==> src/rtl/ebpc_pkg.sv <==
// rtl/ebpc_pkg.sv - shared EBPC constants, decoder op codes and the decoded block type
package ebpc_pkg;

    localparam int DATA_W        = 8;
    localparam int BLOCK_SIZE    = 8;
    localparam int MAX_SYMB_LEN  = 8;
    localparam int LOG_MAX_WORDS = 8;

    localparam int NUM_PLANES  = DATA_W + 1;
    localparam int DBX_W       = BLOCK_SIZE - 1;
    localparam int ZRLE_W      = $clog2(DATA_W);
    localparam int POS_W       = $clog2(BLOCK_SIZE);
    localparam int LEN_W       = $clog2(MAX_SYMB_LEN + 1);
    localparam int PLANE_IDX_W = $clog2(NUM_PLANES + 1);

    localparam logic [0:0] RAW_PREFIX         = 1'b1;
    localparam logic [1:0] SINGLE_ZERO_PREFIX = 2'b01;
    localparam logic [2:0] ZERO_RUN_PREFIX    = 3'b001;
    localparam logic [4:0] ALL_ONES_CODE      = 5'b00000;
    localparam logic [4:0] DBP_ZERO_CODE      = 5'b00001;
    localparam logic [4:0] TWO_ONES_CODE      = 5'b00010;

    typedef enum logic [2:0] {
        OP_RAW,
        OP_ZERO,
        OP_ZRUN,
        OP_ONES,
        OP_DBPZ,
        OP_TWO1,
        OP_ONE1
    } dec_op_t;

    typedef struct packed {
        logic                                  flush;
        logic [DATA_W-1:0]                     base;
        logic [NUM_PLANES-1:0][BLOCK_SIZE-2:0] dbp;
    } dbp_block_t;

endpackage

==> src/rtl/bpc_decoder_if.sv <==
// rtl/bpc_decoder_if.sv - compressed stream input and decoded block output handshakes
interface bpc_decoder_if
    import ebpc_pkg::*;
#(
    parameter int IN_W = 8
);
    logic [IN_W-1:0] data_i;
    logic            valid_i;
    logic            ready_o;
    dbp_block_t      block_o;
    logic            valid_o;
    logic            ready_i;

    modport master (
        output data_i, valid_i, ready_i,
        input  ready_o, block_o, valid_o
    );

    modport slave (
        input  data_i, valid_i, ready_i,
        output ready_o, block_o, valid_o
    );
endinterface

==> src/rtl/bpc_symbol_decode.sv <==
// rtl/bpc_symbol_decode.sv - classifies the symbol at the head of the bit buffer
module bpc_symbol_decode
    import ebpc_pkg::*;
(
    input  logic [MAX_SYMB_LEN-1:0] symb,
    output dec_op_t                 op,
    output logic [DBX_W-1:0]        dbx,
    output logic [PLANE_IDX_W-1:0]  run,
    output logic [LEN_W-1:0]        len,
    output logic                    bad_pos
);
    logic [ZRLE_W-1:0] zrle;
    logic [POS_W-1:0]  pos;

    assign zrle = symb[MAX_SYMB_LEN-4 -: ZRLE_W];
    assign pos  = symb[MAX_SYMB_LEN-6 -: POS_W];

    // Prefix match from shortest to longest; the 5-bit codes share a 000 head.
    always_comb begin
        op      = OP_ONE1;
        dbx     = '0;
        run     = PLANE_IDX_W'(1);
        len     = LEN_W'(MAX_SYMB_LEN);
        bad_pos = 1'b0;
        if (symb[MAX_SYMB_LEN-1 -: 1] == RAW_PREFIX) begin
            op  = OP_RAW;
            dbx = symb[MAX_SYMB_LEN-2 -: DBX_W];
        end else if (symb[MAX_SYMB_LEN-1 -: 2] == SINGLE_ZERO_PREFIX) begin
            op  = OP_ZERO;
            len = LEN_W'(2);
        end else if (symb[MAX_SYMB_LEN-1 -: 3] == ZERO_RUN_PREFIX) begin
            op  = OP_ZRUN;
            len = LEN_W'(3 + ZRLE_W);
            run = PLANE_IDX_W'(zrle) + PLANE_IDX_W'(2);
        end else begin
            case (symb[MAX_SYMB_LEN-1 -: 5])
                ALL_ONES_CODE: begin
                    op  = OP_ONES;
                    len = LEN_W'(5);
                    dbx = '1;
                end
                DBP_ZERO_CODE: begin
                    op  = OP_DBPZ;
                    len = LEN_W'(5);
                end
                TWO_ONES_CODE: begin
                    op = OP_TWO1;
                    if (pos >= POS_W'(BLOCK_SIZE - 2)) begin
                        dbx     = DBX_W'(1) << pos;
                        bad_pos = 1'b1;
                    end else begin
                        dbx = DBX_W'(3) << pos;
                    end
                end
                default: begin
                    op  = OP_ONE1;
                    dbx = DBX_W'(1) << pos;
                end
            endcase
        end
    end
endmodule

==> src/rtl/bpc_decoder.sv <==
// rtl/bpc_decoder.sv - bit-plane-compression decoder producing one dbp_block_t per block
module bpc_decoder
    import ebpc_pkg::*;
#(
    parameter int IN_W = 8
) (
    input  logic                     clk_i,
    input  logic                     rst_ni,
    input  logic                     start_i,
    input  logic [LOG_MAX_WORDS-1:0] num_blocks_i,
    output logic                     busy_o,
    output logic                     err_o,
    bpc_decoder_if.slave             bus
);
    localparam int BUF_W  = ((MAX_SYMB_LEN > DATA_W) ? MAX_SYMB_LEN : DATA_W) + IN_W;
    localparam int FILL_W = $clog2(BUF_W + 1);

    localparam logic [2:0] S_IDLE   = 3'd0;
    localparam logic [2:0] S_BASE   = 3'd1;
    localparam logic [2:0] S_PLANES = 3'd2;
    localparam logic [2:0] S_OUT    = 3'd3;
    localparam logic [2:0] S_DRAIN  = 3'd4;

    logic [2:0]               state_q;
    logic [BUF_W-1:0]         bits_q, bits_next;
    logic [FILL_W-1:0]        fill_q, fill_mid, fill_next, pop_n;
    dbp_block_t               blk_q;
    logic [DBX_W-1:0]         prev_q, plane_val;
    logic [PLANE_IDX_W-1:0]   idx_q, remaining, n_write, new_idx;
    logic [LOG_MAX_WORDS-1:0] blk_cnt_q, nblk_q;
    logic                     err_q;

    dec_op_t                  op;
    logic [DBX_W-1:0]         dbx;
    logic [PLANE_IDX_W-1:0]   run;
    logic [LEN_W-1:0]         len;
    logic                     bad_pos, over_run, base_ok, sym_ok, push, last_plane;

    bpc_symbol_decode u_symbol_decode (
        .symb    (bits_q[BUF_W-1 -: MAX_SYMB_LEN]),
        .op      (op),
        .dbx     (dbx),
        .run     (run),
        .len     (len),
        .bad_pos (bad_pos)
    );

    assign bus.ready_o = (state_q != S_IDLE) && (fill_q <= FILL_W'(BUF_W - IN_W));
    assign bus.valid_o = (state_q == S_OUT);
    assign bus.block_o = blk_q;
    assign busy_o      = (state_q != S_IDLE) || start_i;
    assign err_o       = err_q;

    // Pop from the head of the buffer first, then append any accepted word right below the survivors.
    always_comb begin
        base_ok   = (state_q == S_BASE) && (fill_q >= FILL_W'(DATA_W));
        sym_ok    = (state_q == S_PLANES) && (fill_q >= FILL_W'(len));
        push      = bus.valid_i && bus.ready_o;
        pop_n     = '0;
        if (base_ok) begin
            pop_n = FILL_W'(DATA_W);
        end else if (sym_ok) begin
            pop_n = FILL_W'(len);
        end
        fill_mid  = fill_q - pop_n;
        bits_next = bits_q << pop_n;
        fill_next = fill_mid;
        if (push) begin
            bits_next = bits_next | ({bus.data_i, {(BUF_W - IN_W){1'b0}}} >> fill_mid);
            fill_next = fill_mid + FILL_W'(IN_W);
        end
        remaining  = PLANE_IDX_W'(NUM_PLANES) - idx_q;
        over_run   = (op == OP_ZRUN) && (run > remaining);
        n_write    = over_run ? remaining : run;
        new_idx    = idx_q + n_write;
        plane_val  = (op == OP_DBPZ) ? '0 : (dbx ^ prev_q);
        last_plane = (new_idx == PLANE_IDX_W'(NUM_PLANES));
    end

    // Block sequencing, plane writes and the sticky error flag.
    always_ff @(posedge clk_i or negedge rst_ni) begin
        if (!rst_ni) begin
            state_q   <= S_IDLE;
            bits_q    <= '0;
            fill_q    <= '0;
            blk_q     <= '0;
            prev_q    <= '0;
            idx_q     <= '0;
            blk_cnt_q <= '0;
            nblk_q    <= '0;
            err_q     <= 1'b0;
        end else begin
            bits_q <= bits_next;
            fill_q <= fill_next;
            case (state_q)
                S_IDLE: begin
                    if (start_i) begin
                        state_q   <= S_BASE;
                        err_q     <= 1'b0;
                        blk_cnt_q <= '0;
                        idx_q     <= '0;
                        nblk_q    <= num_blocks_i;
                    end
                end
                S_BASE: begin
                    if (base_ok) begin
                        blk_q.base <= bits_q[BUF_W-1 -: DATA_W];
                        prev_q     <= '0;
                        idx_q      <= '0;
                        state_q    <= S_PLANES;
                    end
                end
                S_PLANES: begin
                    if (sym_ok) begin
                        for (int k = 0; k < NUM_PLANES; k++) begin
                            if ((PLANE_IDX_W'(k) >= idx_q) && (PLANE_IDX_W'(k) < new_idx)) begin
                                blk_q.dbp[k] <= plane_val;
                            end
                        end
                        prev_q <= plane_val;
                        idx_q  <= new_idx;
                        if (over_run || bad_pos) begin
                            err_q <= 1'b1;
                        end
                        if (last_plane) begin
                            blk_q.flush <= (blk_cnt_q == nblk_q - LOG_MAX_WORDS'(1));
                            state_q     <= S_OUT;
                        end
                    end
                end
                S_OUT: begin
                    if (bus.ready_i) begin
                        blk_cnt_q <= blk_cnt_q + LOG_MAX_WORDS'(1);
                        state_q   <= blk_q.flush ? S_DRAIN : S_BASE;
                    end
                end
                S_DRAIN: begin
                    bits_q  <= '0;
                    fill_q  <= '0;
                    state_q <= S_IDLE;
                end
                default: state_q <= S_IDLE;
            endcase
        end
    end
endmodule

==> src/flat_wrapper.sv <==
// flat-port wrapper written by rule: the top's interface ports become plain ports
module bpc_decoder_flat import ebpc_pkg::*;
#(
    parameter int IN_W = 8
)
  (clk_i, rst_ni, start_i, num_blocks_i, busy_o, err_o, bus_data_i, bus_valid_i, bus_ready_i, bus_ready_o, bus_block_o, bus_valid_o);
  bpc_decoder_if #(.IN_W(IN_W)) bus_i ();
  input  logic clk_i;
  input  logic rst_ni;
  input  logic start_i;
  input  logic [LOG_MAX_WORDS-1:0] num_blocks_i;
  output logic busy_o;
  output logic err_o;
  input wire logic [$bits(bus_i.data_i)-1:0] bus_data_i;
  input wire logic [$bits(bus_i.valid_i)-1:0] bus_valid_i;
  input wire logic [$bits(bus_i.ready_i)-1:0] bus_ready_i;
  output wire logic [$bits(bus_i.ready_o)-1:0] bus_ready_o;
  output wire logic [$bits(bus_i.block_o)-1:0] bus_block_o;
  output wire logic [$bits(bus_i.valid_o)-1:0] bus_valid_o;
  assign bus_i.data_i = bus_data_i;
  assign bus_i.valid_i = bus_valid_i;
  assign bus_i.ready_i = bus_ready_i;
  assign bus_ready_o = bus_i.ready_o;
  assign bus_block_o = bus_i.block_o;
  assign bus_valid_o = bus_i.valid_o;
  bpc_decoder #(.IN_W(IN_W)) u_core (.clk_i(clk_i), .rst_ni(rst_ni), .start_i(start_i), .num_blocks_i(num_blocks_i), .busy_o(busy_o), .err_o(err_o), .bus(bus_i));
endmodule
==> config.mk <==
export PLATFORM = sky130hd
export DESIGN_NAME = bpc_decoder_flat
export DESIGN_NICKNAME = d
export VERILOG_FILES = /design/src/rtl/ebpc_pkg.sv /design/src/rtl/bpc_decoder_if.sv /design/src/rtl/bpc_symbol_decode.sv /design/src/rtl/bpc_decoder.sv /design/src/flat_wrapper.sv
export SDC_FILE = /design/constraint.sdc
export NUM_CORES = 1
export LEC_CHECK = 0
export ABC_AREA = 1
export ABC_CLOCK_PERIOD_IN_PS = 3940
export CAP_MARGIN = 25
export CORE_MARGIN = 2
export CORE_UTILIZATION = 50
export DETAILED_ROUTE_END_ITERATION = 10
export DONT_BUFFER_PORTS = 1
export GPL_TIMING_DRIVEN = 0
export PLACE_DENSITY = 0.77
export SLEW_MARGIN = 15
export SYNTH_ARGS = -nofsm -noshare
export SYNTH_HDL_FRONTEND = slang
export SYNTH_SLANG_ARGS = --single-unit
==> constraint.sdc <==
create_clock -name clk_i -period 3.94 [get_ports clk_i]
set_input_delay 0.394 -clock clk_i [delete_from_list [all_inputs] [get_ports clk_i]]
set_output_delay 0.394 -clock clk_i [all_outputs]
set_load 0.01 [all_outputs]
==> summary.txt, run 1 <==
Status
  – Outcome: finished, final reports clean

Setup path
  – Critical path buffers and inverters: 5
  – CP Cell Sequence: inv_4, ha_4, nand2_4, a21oi_4, nor2_4, buf_12, ha_4, nand2_1, nand2_1, a21oi_4, nand3_4, buf_6, nand3_4, inv_4, ha_4, fa_2, mux2i_2, nand2_1, o21ai_2, inv_2, a22oi_2, a21oi_2
  – R2R cell count: 22
  – Worst r2r dst: u_core.bits_q[8]
  – CP max stage cell: fa_2
  – Critical path launch point type: register
  – CP required: 4.22 ns
  – R2r startpoint: u_core.bits_q[11]
  – R2R setup slack: 0.02 ns
  – Critical Path Fanout Max: 5
  – Setup crit end kind: register
  – Worst stage delay on the critical path: 0.65 ns
  – Critical path's top delay family: adder cells
  – Data arrival time of the worst path: 4.20 ns
  – WS Path Type: reg2reg

Finish
  – Filler cells: 1162
  – Register area: 3110 um2
  – Area growth, synth to finish: 21.4%
  – Util after Layout: 0.623
  – Layout Nets: 1072
  – Layout cell share with drive strength beyond 1: 0.210
  – Diodes inserted: 0
  – Post-route cell area: 9050 um2
  – Area occupied by multi-input gates: 4110 um2

Clocking
  – Worst skew pair latency: 0.42 ns
  – H-tree depth: 4
  – Clock sink count: 124
  – Clk pin slew, worst setup/hold paths: 0.07 ns
  – Root buffer cell: clkbuf_16
  – Clk buf depth: 2
  – CTS buffer count: 17
  – CTS tree: built

Route
  – Initial DRT Pass Iterations: 6
  – Routed Antenna Nets: 0
  – Drt initial violations: 740
  – DR vias/cell: 5.80
  – DR DRC count: 0
  – DR WL/cell: 16.9 um
  – Final wirelength: 20600 um
  – Vias: 7061

Logic synthesis
  – Mapped Nets: 1009
  – Post-synthesis register bit count: 124
  – Post-synth ARST share: 1.00
  – Mean Syn Cell Area: 7.78 um2
  – Sequential fraction of the synthesis area: 0.416
  – YS warnings: 0
  – Top FF cell, synth: dfrtp_1
  – Post-synth EDFFs: 0
  – Cells after Synth: 958
  – Cell Area, Synth: 7450 um2
  – Count of different cell masters after synthesis: 46

Floorplan
  – Die Ht: 126 um
  – # rows: 44
  – Core ar.: 14500 um2
  – Die Footprint: 15900 um2
  – Chip Width: 126 um
  – Num ports: 97
  – Starting density of the core: 0.513

Global route
  – GR Util All Layers: 0.250
  – Vias in the first global route: 6511
  – Largest net degree at the start of global routing: 125
  – Total grt overflow: 0
  – Global-route wire length before repair: 32200 um
  – Initial antenna violation count: 0

STA
  – Final setup viols: 0
  – Final hold violation count: 0
  – Worst Skew: 0.00850 ns
  – Setup tns final: 0 ns
  – Slew HR: 0.551
  – Least-Margin Pin Slew: 0.673 ns
  – Worst Hold Slack: 0.0932 ns
  – Final min period: 3.92 ns
  – Period utilization: 0.995
  – Max Transition Viols Final: 0
  – Max frequency: 255 MHz

Power and ir drop
  – Maximum vdd ir drop: 0.000867 V
  – Power Dens Cells: 1020 nW/um2
  – LEAKAGE: 4.21 nW

Min path
  – Worst hold path class: in2reg
  – Hold depth: 2
  – Hold worst-path end: u_core.nblk_q[6]
  – Worst Hold Launch: num_blocks_i[6]

Place
  – Detailed placement HPWL: 13400 um
  – Port bufs: 0
  – Global placement routability congestion: 0.974
  – Placed Area: 7700 um2

Run
  – Max cap viols: 0
==> stage by stage <==
step / setup WS (ns) / cells / power [mW]
2_1_floorplan: 0.0126 / 958 / 5.36
3_3_place_gp: -0.838 / 1142 / 6.32
3_5_place_dp: -0.862 / 1143 / 6.41
4_1_cts: 0.00139 / 1192 / 8.60
5_1_grt: -0.0896 / 1218 / 9.80
6_report: 0.0198 / 1218 / 9.22
==> flip-flops by register name, summed over array words and instances, names as in the netlist <==
register	cells
u_core.idx_q	4
u_core.nblk_q	8
u_core.err_o	1
u_core.blk_cnt_q	8
u_core.prev_q	7
u_core.fill_q	5
u_core.bus.block_o	72
u_core.state_q	3
u_core.bits_q	16
==> layout by cell type, fill, tap and decap left out, types with 8 or more instances in the layout <==
| cell | count |
|---|---|
| a21oi_1 | 21 |
| a21oi_2 | 12 |
| buf_4 | 51 |
| clkbuf_1 | 9 |
| clkbuf_16 | 17 |
| dfrtp_1 | 122 |
| ha_1 | 20 |
| inv_1 | 75 |
| inv_2 | 11 |
| nand2_1 | 242 |
| nand2_2 | 8 |
| nand3_1 | 97 |
| nand4_1 | 27 |
| nor2_1 | 41 |
| nor2_4 | 10 |
| nor3_1 | 10 |
| o21ai_0 | 67 |
| o21ai_1 | 44 |
| o21ai_2 | 17 |
| xnor2_1 | 8 |
| xor2_1 | 9 |
==> cells by family (layout without fill, tap and decap cells) <==
group                    count (synthesis)  count (layout)  synth area share
buffers and inverters                  132             208            0.0764
multiplexers                             1               1           0.00134
adder cells (fa/ha/maj)                 30              30            0.0524
AO/OA/AOI/OAI                          184             184             0.138
XOR/XNOR                                19              19            0.0223
AND/OR/NAND/NOR                        468             468             0.294
flip-flops                             124             124             0.416
==> where the power goes <==
| part | leakage [nW] | total (mW) | internal [mW] | switching (mW) |
|---|---|---|---|---|
| registers | 1.64 | 2.26 | 1.74 | 0.525 |
| clock network | 0.274 | 1.53 | 0.841 | 0.692 |
| logic | 2.29 | 5.42 | 1.98 | 3.44 |
==> synth_stat cells, drive strengths merged (10+ instances only) <==
| cell | number | area share |
|---|---|---|
| buf | 22 | 0.021 |
| dfrtp | 124 | 0.42 |
| nor2 | 55 | 0.036 |
| nand4 | 27 | 0.023 |
| nor3 | 13 | 0.0094 |
| o21ai | 130 | 0.091 |
| ha | 28 | 0.047 |
| nand3 | 106 | 0.079 |
| inv | 96 | 0.048 |
| clkbuf | 12 | 0.0060 |
| xnor2 | 10 | 0.012 |
| a21oi | 35 | 0.027 |
| nand2 | 256 | 0.13 |
==> routing by layer <==
metal,GRT usage,vias to the layer above,wire length (um)
met4,0.117,0,691
met1,0.320,3298,8450
li1,-,3330,-
met3,0.0573,65,1530
met5,0,-,0
met2,0.402,368,9910
==> area by class of cell <==
class,instances,area share
multi-input cells,702,0.454
inverters,98,0.0451
clock buffers,17,0.0470
repair buffers,50,0.0469
plain buffers,28,0.0217
clock inverters,15,0.0163
flip-flops and latches,124,0.343
well taps,184,0.0254
==> worst max-delay path by stage <==
stage	from	to	slack, ns	depth (start not counted)
floorplan	u_core.bits_q[11]	u_core.bits_q[3]	0.01	22
global placement	u_core.bits_q[11]	u_core.bits_q[5]	-0.84	24
detailed placement	u_core.bits_q[11]	u_core.bits_q[5]	-0.86	24
CTS	u_core.bits_q[11]	u_core.bits_q[3]	0.001	24
global route	u_core.bits_q[11]	u_core.bits_q[8]	-0.09	23
finish	u_core.bits_q[11]	u_core.bits_q[8]	0.02	22
==> what timing repair did <==
item	CTS	global route
cloned	2	0
hold buffers	2	0
pin swaps	22	30
gates resized for setup	64	60
endpoints found under the setup margin	63	83
setup buffers	15	30
endpoints found under the hold margin	124	0
(Power assumes the default switching activity.)
==> run 2: changes to the inputs <==
CORE_UTILIZATION = 58   (was 50)
PLACE_DENSITY = 0.85   (was 0.77)
==> summary.txt, run 2 (synthesized netlist as in run 1, its figures left out) <==
Finish
  – Diodes inserted: 0
  – Layout Nets: 1077
  – Util after Layout: 0.737
  – Layout cell share with drive strength beyond 1: 0.230
  – Filler cells: 795
  – Commonest non-fill, non-tap cells in the layout: nand2_1 (239), dfrtp_1 (121), nand3_1 (95)
  – Area growth, synth to finish: 24.3%
  – Commonest non-fill, non-tap cell in the layout: nand2_1
  – Max reg flops: 72

Power and ir drop
  – LEAKAGE: 4.29 nW
  – Power Dens Cells: 1090 nW/um2
  – Power Total: 10.1 mW
  – Maximum vdd ir drop: 0.000903 V

STA
  – Least-Margin Pin Slew: 0.698 ns
  – Final setup viols: 38
  – Unrepaired setup endpoints after global routing: true
  – Slew HR: 0.531
  – Final hold violation count: 0
  – Max Transition Viols Final: 0
  – Setup tns final: -2.34 ns
  – Worst Skew: 0.0132 ns
  – Slack of the critical path: -0.196 ns
  – Max frequency: 242 MHz
  – Final min period: 4.14 ns
  – Period utilization: 1.05

Setup path
  – WS Path Type: reg2reg
  – Critical path launch point type: register
  – CP required: 4.28 ns
  – Data arrival time of the worst path: 4.48 ns
  – Critical Path Fanout Max: 6
  – Setup crit end kind: register

Route
  – Routed Antenna Nets: 0
  – DR DRC count: 1
  – DR WL/cell: 20.3 um
  – Final wirelength: 24500 um
  – Drt initial violations: 1289
  – DR vias/cell: 6.41
  – Vias: 7761
  – Initial DRT Pass Iterations: 11

Floorplan
  – Die Ht: 117 um
  – Core ar.: 12600 um2
  – Starting density of the core: 0.593
  – Die Footprint: 13800 um2
  – # rows: 41
  – Chip Width: 117 um
  – Num ports: 97

Place
  – Global placement routability congestion: 0.963
  – Detailed placement HPWL: 13400 um
  – Port bufs: 0
  – Pre-CTS setup slack: -0.884 ns

Clocking
  – Root buffer cell: clkbuf_16
  – Clk pin slew, worst setup/hold paths: 0.06 ns
  – Clk buf depth: 2
  – H-tree depth: 4
  – CTS tree: built
  – Worst skew pair latency: 0.44 ns
  – CTS buffer count: 17
  – Clock sink count: 124

Run
  – Max cap viols: 0

Min path
  – Worst hold path class: in2reg

Global route
  – GR Util All Layers: 0.310
  – Global-route wire length before repair: 34300 um
  – Total grt overflow: 0
  – Largest net degree at the start of global routing: 125
  – Vias in the first global route: 6999
  – Initial antenna violation count: 0

Status
  – Outcome: complete, but fails checks
  – Failing checks: DRC, setup timing
-- run 2: cell count changes in the layout (fill, tap and decap cells not counted), moves of 4 or more --
cell     delta
a21oi_1     -5
inv_8       -5
nor2_1      -5
o21ai_1     +5
a21oi_2     +4
nor2_2      +4
o21ai_2     -4
-- run 2: area by class of cell --
type | count | area [um2] | share of cell area
clock inverters | 14 | 184 | 0.0199
multi-input cells | 702 | 4230 | 0.456
plain buffers | 28 | 191 | 0.0207
inverters | 98 | 398 | 0.0429
flip-flops and latches | 124 | 3110 | 0.335
well taps | 172 | 215 | 0.0232
repair buffers | 55 | 504 | 0.0544
clock buffers | 18 | 439 | 0.0474
-- run 2: critical path, cell delays in order (launching register included) --
cell	delay (ns)
dfrtp_1	0.44
inv_2	0.14
nand2_4	0.18
a21oi_4	0.07
nor2_4	0.19
o21ai_4	0.12
ha_4	0.31
inv_4	0.04
nor2_4	0.11
nand4_1	0.18
nand3_4	0.19
buf_12	0.12
nand2_8	0.06
o21ai_4	0.19
clkinv_4	0.11
ha_4	0.29
a21oi_4	0.18
o21ai_2	0.09
xor2_2	0.16
nor2_2	0.15
nand2_2	0.11
inv_4	0.10
buf_6	0.14
nand3_1	0.11
a31oi_2	0.26
-- run 2: what timing repair did --
item / CTS / global route
hold buffers: 2 / 0
endpoints found under the setup margin: 80 / 84
gates cloned: 0 / 4
resized for setup: 60 / 88
setup buffers: 19 / 29
hold endpoints to repair: 124 / 0
pin swaps: 16 / 31
-- run 2: path summary, 6_finish.rpt --
path,from,to,slack (ns),cells past startpoint
hold reg to reg,u_core.nblk_q[7],u_core.nblk_q[7],0.49,2
min in group asynchronous,rst_ni,u_core.bits_q[4],0.59,2
setup / recovery,u_core.bits_q[14],u_core.bits_q[3],-0.20,24
setup reg to reg,u_core.bits_q[14],u_core.bits_q[3],-0.20,24
hold / removal,num_blocks_i[6],u_core.nblk_q[6],0.08,2
max in group asynchronous,rst_ni,u_core.bits_q[13],2.78,2
-- run 2: routing by layer --
metal,routed length [um],part of all wire,vias to the layer above,GRT usage
met4,1670,0.068,0,0.135
met2,12100,0.49,605,0.540
met5,0,0,-,0
met1,8190,0.33,3626,0.364
li1,-,-,3343,-
met3,2580,0.11,187,0.0734
-- run 2: power by group --
| part | internal, mW | switching, mW |
|---|---|---|
| clock network | 1.02 | 0.654 |
| logic | 2.24 | 3.91 |
| registers | 1.74 | 0.553 |
-- run 2: stage by stage --
stage	cell area [um2]	std cells	hold slack, ns
6_report	9270	1211	0.0830
5_1_grt	9270	1211	0.0931
4_1_cts	8720	1181	0.0777
3_5_place_dp	7690	1131	0.101
3_3_place_gp	7680	1130	0.102
2_1_floorplan	7470	958	0.0984
==> run 3: changes to the inputs <==
CORE_UTILIZATION = 55   (was 58)
MAX_ROUTING_LAYER = met4   (was default)
PLACE_DENSITY = 0.82   (was 0.85)
==> summary.txt, run 3 (synthesized netlist as in run 1, its figures left out) <==
Status
  – Outcome: finished, final reports clean

STA
  – Final setup viols: 0
  – Max Transition Viols Final: 0
  – Max frequency: 256 MHz
  – Least-Margin Pin Slew: 0.693 ns
  – Worst Skew: 0.0112 ns
  – Final min period: 3.90 ns
  – Period utilization: 0.990
  – Worst Hold Slack: 0.0852 ns
  – Unrepaired setup endpoints after global routing: true
  – Slew HR: 0.538
  – Final hold violation count: 0

Finish
  – Area growth, synth to finish: 20.1%
  – Commonest non-fill, non-tap cells in the layout: nand2_1 (239), dfrtp_1 (121), nand3_1 (95)
  – Util after Layout: 0.676
  – Commonest non-fill, non-tap cell in the layout: nand2_1
  – Filler cells: 961
  – Layout cell share with drive strength beyond 1: 0.201
  – Diodes inserted: 0
  – Layout Nets: 1064
  – Max reg flops: 72

Setup path
  – Setup crit end kind: register
  – Critical Path Fanout Max: 10
  – Critical path launch point type: register
  – CP required: 4.27 ns
  – WS Path Type: reg2reg
  – Data arrival time of the worst path: 4.23 ns

Route
  – DR DRC count: 0
  – Routed Antenna Nets: 0
  – Final wirelength: 20500 um
  – DR vias/cell: 5.84
  – Initial DRT Pass Iterations: 6
  – DR WL/cell: 17.1 um
  – Vias: 7022
  – Drt initial violations: 689

Global route
  – Total grt overflow: 0
  – Global-route wire length before repair: 32000 um
  – Initial antenna violation count: 0
  – GR Util All Layers: 0.286
  – Vias in the first global route: 6527
  – Largest net degree at the start of global routing: 125

Power and ir drop
  – Maximum vdd ir drop: 0.000821 V
  – LEAKAGE: 4.20 nW
  – Power Dens Cells: 1030 nW/um2

Run
  – Max cap viols: 0

Place
  – Detailed placement HPWL: 13000 um
  – Port bufs: 0
  – Global placement routability congestion: 0.966

Clocking
  – CTS tree: built
  – Root buffer cell: clkbuf_16
  – Clock sink count: 124
  – Worst skew pair latency: 0.43 ns
  – Clk buf depth: 2
  – Clk pin slew, worst setup/hold paths: 0.06 ns
  – CTS buffer count: 17
  – H-tree depth: 4

Floorplan
  – Chip Width: 120 um
  – Num ports: 97
  – Starting density of the core: 0.563
  – # rows: 42
  – Core ar.: 13200 um2
  – Die Ht: 120 um
  – Die Footprint: 14500 um2

Min path
  – Worst hold path class: in2reg
[run 3: changes by cell type in the layout (fill, tap and decap cells not counted), sizes merged]
cell,previous run,this run
buf,68,55
bufinv,3,1
clkdlybuf4s15,1,0
clkinv,7,8
clkinvlp,2,1
inv,100,103
[run 3: worst max-delay path, cell delays in order, from the launching register on]
cell	delay, ns
dfrtp_2	0.43
inv_4	0.05
ha_4	0.18
nand2_4	0.08
a21oi_4	0.07
nor2_4	0.18
o21ai_4	0.11
ha_4	0.28
inv_2	0.04
nor2_4	0.13
nand4_1	0.17
nand3_4	0.20
nand3_4	0.18
clkbuf_4	0.27
ha_1	0.23
a21oi_1	0.18
o21ai_1	0.14
xnor2_2	0.21
nand2_1	0.12
inv_2	0.13
nand2_1	0.07
nand2_1	0.11
inv_1	0.07
a21oi_1	0.17
[run 3: power breakdown]
| part | internal, mW | switching, mW | total, mW | leakage (nW) |
|---|---|---|---|---|
| combinational | 1.96 | 3.43 | 5.39 | 2.27 |
| sequential | 1.74 | 0.526 | 2.27 | 1.64 |
| clock | 0.887 | 0.647 | 1.53 | 0.282 |
| total | 4.59 | 4.60 | 9.19 | 4.20 |
[run 3: layout make-up]
| class | count | area [um2] | area share |
|---|---|---|---|
| Timing Repair Buffer | 42 | 343 | 0.0383 |
| Multi-Input combinational cell | 702 | 4110 | 0.460 |
| Inverter | 98 | 393 | 0.0439 |
| Clock inverter | 15 | 150 | 0.0168 |
| Sequential cell | 124 | 3110 | 0.347 |
| Buffer | 28 | 196 | 0.0220 |
| Clock buffer | 17 | 425 | 0.0475 |
| Tap cell | 176 | 220 | 0.0246 |
[run 3: layer usage]
metal / global-route usage / vias up / wire (um)
met5: - / - / 0
li1: - / 3313 / -
met4: 0.129 / 0 / 845
met1: 0.347 / 3270 / 8030
met2: 0.451 / 358 / 9910
met3: 0.0755 / 81 / 1710
[run 3: worst paths after layout]
kind	cells after the start	slack [ns]	startpoint	endpoint
min in group asynchronous	2	0.52	rst_ni	u_core.bus.block_o[66]
worst max register to register	23	0.04	u_core.bits_q[11]	u_core.bits_q[12]
max in group asynchronous	2	2.80	rst_ni	u_core.idx_q[1]
worst min-delay path	2	0.09	num_blocks_i[4]	u_core.nblk_q[4]
worst max-delay path	23	0.04	u_core.bits_q[11]	u_core.bits_q[12]
worst min register to register	2	0.51	u_core.prev_q[5]	u_core.prev_q[5]
[run 3: per-stage QoR]
stage,power (mW),cells,cell area [um2],TNS (ns),setup WS (ns)
floorplan,5.36,958,7470,0,0.0126
global placement,6.30,1134,7690,-12.74,-0.807
detailed placement,6.39,1135,7690,-14.64,-0.838
CTS,8.56,1185,8660,0,0.0173
global route,9.81,1202,8950,-1.61,-0.133
finish,9.19,1202,8950,0,0.0407
[run 3: repair_timing]
action	CTS	global route
buffers inserted	18	19
gates cloned	1	1
resized for setup	59	54
pin swaps	15	33
hold buffers	2	0
endpoints found under the hold margin	124	0
setup endpoints to repair	69	78
